[config.mk]
export PLATFORM = sky130hd
export DESIGN_NAME = dly_queue
export DESIGN_NICKNAME = d
export VERILOG_FILES = /design/src/rtl/dly_pkg.sv /design/src/rtl/dly_fifo.sv /design/src/rtl/dly_queue.sv
export SDC_FILE = /design/constraint.sdc
export NUM_CORES = 1
export LEC_CHECK = 0
export ABC_AREA = 1
export BUFFER_PORTS_ARGS = -buffer_cell sky130_fd_sc_hd__buf_2
export CORE_MARGIN = 2
export CORE_UTILIZATION = 50
export CTS_CLUSTER_DIAMETER = 200
export DETAILED_ROUTE_END_ITERATION = 16
export GPL_ROUTABILITY_DRIVEN = 0
export PLACE_DENSITY_LB_ADDON = 0.08
export SYNTH_ARGS = -nofsm -noshare
export SYNTH_HDL_FRONTEND = slang
export SYNTH_SLANG_ARGS = --single-unit
[constraint.sdc]
create_clock -name clk -period 3.45 [get_ports clk]
set_clock_uncertainty 0.05 [all_clocks]
set_input_delay 0.345 -clock clk [delete_from_list [all_inputs] [get_ports clk]]
set_output_delay 0.345 -clock clk [all_outputs]
set_load 0.02 [all_outputs]
[src/rtl/dly_pkg.sv]
// Shared constants and elaboration helpers for the pulse delay-line blocks.
package dly_pkg;

   localparam int DLY_DEFAULT_DELAY = 10;
   localparam int DLY_DEFAULT_W     = 8;
   localparam int DLY_DEFAULT_DEPTH = 4;

   // A delay must fit strictly inside one lap of the W-bit timestamp.
   function automatic bit delay_legal(input int delay, input int w);
      longint lim;
      lim = longint'(1) << w;
      return (delay >= 1) && (longint'(delay) < lim);
   endfunction

   function automatic bit is_pow2(input int depth);
      return (depth >= 1) && ((depth & (depth - 1)) == 0);
   endfunction

   function automatic int pend_width(input int depth);
      return $clog2(depth) + 1;
   endfunction

   function automatic int addr_width(input int depth);
      return (depth > 1) ? $clog2(depth) : 1;
   endfunction

endpackage

[src/rtl/dly_fifo.sv]
// Expiry-time FIFO: exposes the head and the entry behind it so the owner can
// look one pop ahead. Flush empties the queue but still takes a same-cycle push.
module dly_fifo
   import dly_pkg::*;
#(
   parameter int W     = DLY_DEFAULT_W,
   parameter int DEPTH = DLY_DEFAULT_DEPTH
) (
   input  logic                          clk,
   input  logic                          reset,
   input  logic                          push,
   input  logic                          pop,
   input  logic                          flush,
   input  logic [W-1:0]                  wdata,
   output logic [W-1:0]                  head,
   output logic [W-1:0]                  second,
   output logic                          full,
   output logic                          empty,
   output logic [pend_width(DEPTH)-1:0]  count
);

   localparam int AW = addr_width(DEPTH);
   localparam int CW = pend_width(DEPTH);

   logic [W-1:0]  mem [DEPTH];
   logic [AW-1:0] rd_ptr, wr_ptr;
   logic          do_pop, do_push;

   function automatic logic [AW-1:0] inc(input logic [AW-1:0] a);
      return (a == AW'(DEPTH - 1)) ? '0 : a + AW'(1);
   endfunction

   assign full    = (count == CW'(DEPTH));
   assign empty   = (count == '0);
   assign do_pop  = pop && !empty && !flush;
   assign do_push = push && (flush || !full || do_pop);
   assign head    = mem[rd_ptr];
   assign second  = mem[inc(rd_ptr)];

   always_ff @(posedge clk or posedge reset) begin
      if (reset) begin
         rd_ptr <= '0;
         wr_ptr <= '0;
         count  <= '0;
      end else if (flush) begin
         rd_ptr <= wr_ptr;
         wr_ptr <= push ? inc(wr_ptr) : wr_ptr;
         count  <= push ? CW'(1) : '0;
      end else begin
         if (do_pop)
            rd_ptr <= inc(rd_ptr);
         if (do_push)
            wr_ptr <= inc(wr_ptr);
         count <= count + CW'(do_push) - CW'(do_pop);
      end
   end

   // Storage is data only and needs no reset.
   always_ff @(posedge clk) begin
      if (do_push)
         mem[wr_ptr] <= wdata;
   end

endmodule

[src/rtl/dly_queue.sv]
// Multi-pulse delay line: each accepted trigger reappears on p exactly DELAY
// cycles later, tracked as absolute expiry stamps against a free-running counter.
module dly_queue
   import dly_pkg::*;
#(
   parameter int DELAY   = DLY_DEFAULT_DELAY,
   parameter int W       = DLY_DEFAULT_W,
   parameter int DEPTH   = DLY_DEFAULT_DEPTH,
   parameter int RESTART = 0
) (
   input  logic                          clk,
   input  logic                          reset,
   input  logic                          in,
   input  logic                          clr,
   output logic                          p,
   output logic                          busy,
   output logic [pend_width(DEPTH)-1:0]  pend,
   output logic                          ovf
);

   localparam int CW = pend_width(DEPTH);

   if (!delay_legal(DELAY, W)) begin : g_bad_delay
      $error("dly_queue: DELAY must lie in 1..2**W-1");
   end
   if (!is_pow2(DEPTH)) begin : g_bad_depth
      $error("dly_queue: DEPTH must be a power of 2");
   end

   logic [W-1:0] now, head, second, expiry, nxt_head;
   logic         full, empty, match, pop, flush, push, drop;
   logic         nxt_valid, p_next;

   assign expiry = now + W'(DELAY);
   assign match  = !empty && (head == now);
   assign flush  = (RESTART != 0) && in;
   assign pop    = match && !flush;
   assign push   = in && (flush || !full || pop);
   assign drop   = in && !push;
   assign busy   = (pend != '0);

   dly_fifo #(.W(W), .DEPTH(DEPTH)) u_fifo (
      .clk    (clk),
      .reset  (reset),
      .push   (push),
      .pop    (pop),
      .flush  (flush),
      .wdata  (expiry),
      .head   (head),
      .second (second),
      .full   (full),
      .empty  (empty),
      .count  (pend)
   );

   // p is registered, so it is raised one cycle ahead: work out which entry
   // will be at the head next cycle and whether it expires then.
   always_comb begin
      nxt_valid = 1'b0;
      nxt_head  = expiry;
      if (flush) begin
         nxt_valid = 1'b1;
         nxt_head  = expiry;
      end else if (pop && (pend > CW'(1))) begin
         nxt_valid = 1'b1;
         nxt_head  = second;
      end else if (!pop && !empty) begin
         nxt_valid = 1'b1;
         nxt_head  = head;
      end else if (push) begin
         nxt_valid = 1'b1;
         nxt_head  = expiry;
      end
   end

   assign p_next = nxt_valid && (nxt_head == now + W'(1));

   always_ff @(posedge clk or posedge reset) begin
      if (reset) begin
         now <= '0;
         p   <= 1'b0;
         ovf <= 1'b0;
      end else begin
         now <= now + W'(1);
         p   <= p_next;
         ovf <= clr ? drop : (ovf | drop);
      end
   end

endmodule
==> metrics <==
vias 2497; post-cts sizing count 0; DRT iter0 DRCs about 150; fin crit period about 3 ns; num ports 10; # fillers roughly 560; synth warn 0; synthesized instance count 384; CTS Sinks 49; first-pass GRT wire length about 11000 um; Die H slightly above 80 um; worst r2r path cells 15; DRC viols 0; WL/cell 14.92 um; final hold violation count 0; Core ar. just under 6000 sq um; most frequent cells in the layout nand2_1 (131), nand3_1 (46), inv_1 (45), edfxtp_1 (32), nor2_1 (26); Clock Latency Late Sink between 0.3 and 0.4 ns; pin count of the biggest net entering global routing 21; deepest clock path buffer count 2; Post-CTS Setup Inserts 0; critical path startpoint category flip-flop; status complete, no violations; Leak between 1.5 and 2 nW; Clock Pin Slew Worst Setup and Hold Paths ~0.10 ns; vias in the first global route ~2300; crit path kind flip-flop to flip-flop; Starting Density between 50% and 60%; RSZ-0062 raised after global routing no; Die ar. around 6700 sq um; initial antenna violation count 0; CP required between 3 and 4 ns; Yosys top cell area share between 30% and 40%; top cells by area, synth edfxtp_1 (32%), nand2_1 (16%), dfrtp_1 (14%); Worst IR Drop VDD ~400 uV; final worst path period share 84.65%; post-detail-place hpwl about 5500 um; global route total overflow 0; Max-Cap Viols 0; Mapped Area a little over 3000 sq um; Slew Limit Fails 0; clock root cell clkbuf_8; Worst Path Arrival around 3.1 ns; Post-DRT Antenna Nets 0; chip width approximately 82 um; vias per cell about 5.3; WL final around 7100 um; Setup violations, final 0; total track usage 22.76%; H-tree Lvls 2; layout cell share with drive strength beyond 1 10.55%; Hold Path Class primary input to asynchronous set/reset pin; post-synthesis sequential area ratio a little under half; GRT met2 Usage about a third; most common cell after layout, fill and taps aside nand2_1; Cell Rows 28; Slew headroom between 40% and 50%; Worst Slack Setup Final around 0.53 ns; distinct cell type count after synthesis 30; global routing usage on met1 around a third; Reg2Reg Setup Slack about 0.53 ns; Synth area leader edfxtp_1; pwr/cell area around 690 nW/um^2; Crit. End Element flip-flop; Reg area roughly 1400 sq um; hold_buf cts 0; Crit Path Max Fanout 11; synthesized area per cell about 7.9 sq um; pre-CTS setup slack between 0.5 and 0.6 ns; register bit total from synthesis around 50; met3 GRT Util under 10%; post-synthesis net count 400; CTS tree yes; # diodes 0; fmax 342.4 MHz; Final #Nets between 400 and 500; port buffer count 9; Setup TNS Final 0 ns; multi-input logic area approximately 1400 sq um; DR pass1 iterations 5; CTS buffer count 5; Area Overhead vs Synth 7.014%; busiest grt layer met1; worst slew pin tran around 0.75 ns
-- cell usage after synthesis --
library cell and instances:
dfrtp_1 17, a21oi_1 4, nor2_1 26, nor2_2 3, nand2_2 5, o21ai_0 16
clkinv_1 1, inv_1 45, nor3_1 2, ha_1 11, buf_1 1, o21a_1 1
inv_6 1, nand4_1 2, nand3_1 46, buf_4 1, nand2_1 131, a32o_1 2
xor2_1 14, inv_2 3, fa_1 1, or2_4 1, o211ai_1 1, nor2_4 1
nor4_1 1, edfxtp_1 32, xnor2_1 2, nand3_2 6, clkbuf_1 4, buf_6 3
-- area by class of cell --
type | instances | share of cell area (%)
well taps | 75 | 2.875
inverters | 50 | 5.903
flip-flops and latches | 49 | 42.47
repair buffers | 15 | 2.760
clock inverters | 3 | 0.6516
clock buffers | 5 | 2.108
multi-input cells | 276 | 43.23
-- per-stage QoR --
stage	hold WS [ns]	util (%)	total power [mW]	cell area, sq um	instances
after global placement	0.4469	53.61	1.889	3174	465
after floorplan	0.2211	-	1.653	3050	384
after CTS	0.1173	55.14	2.263	3264	473
after global routing	0.1554	55.14	2.455	3264	473
final	0.09632	55.14	2.256	3264	473
after detailed placement	0.4573	53.61	1.911	3174	465
-- state kept, by name, summed over array words and instances (netlist names) --
register	count
u_fifo.mem	32
now	8
u_fifo.count	3
u_fifo.rd_ptr	2
u_fifo.wr_ptr	2
ovf	1
p	1
-- cell families after synthesis --
group | count (synthesis) | synth area share [%]
buffers and inverters | 59 | 8.285
AOI/OAI and AO/OA | 24 | 4.430
DFF | 49 | 45.45
adders and majority gates | 12 | 5.168
and+or+nand+nor | 224 | 32.08
xor gates and xnor gates | 16 | 4.594
-- layer usage --
layer  vias to the layer above  part of all wire [%]
li1                       1254                     -
met1                      1155                    49
met4                         0                   1.4
met3                         9                   5.4
met2                        79                    44
met5                         -                     0
-- critical path: stages (launching register included) --
cell and delay [ns]:
dfrtp_1 0.60, inv_2 0.17, nand3_1 0.19, nand2_1 0.10, nand2_1 0.07, nand2_1 0.06
nor2_1 0.10, nand2_1 0.07, nor2_2 0.19, nor4_1 0.09, or2_4 0.26, inv_1 0.13
ha_1 0.16, inv_1 0.04, fa_1 0.36, xor2_1 0.18
-- worst paths after layout --
| check | startpoint | end |
|---|---|---|
| min | reset | u_fifo.rd_ptr[1] |
| max reg2reg | u_fifo.rd_ptr[1] | u_fifo.count[2] |
| min in group clk | clr | ovf |
| max | u_fifo.rd_ptr[1] | u_fifo.count[2] |
| min reg2reg | ovf | ovf |
| max in group asynchronous | reset | u_fifo.wr_ptr[0] |
-- power breakdown --
group | internal [mW] | total, mW | switching, mW
registers | 0.750 | 0.831 | 0.0806
logic | 0.368 | 1.08 | 0.708
clock network | 0.144 | 0.349 | 0.204
total | 1.26 | 2.26 | 0.994
Note: power is estimated with default switching activity, not from simulation.
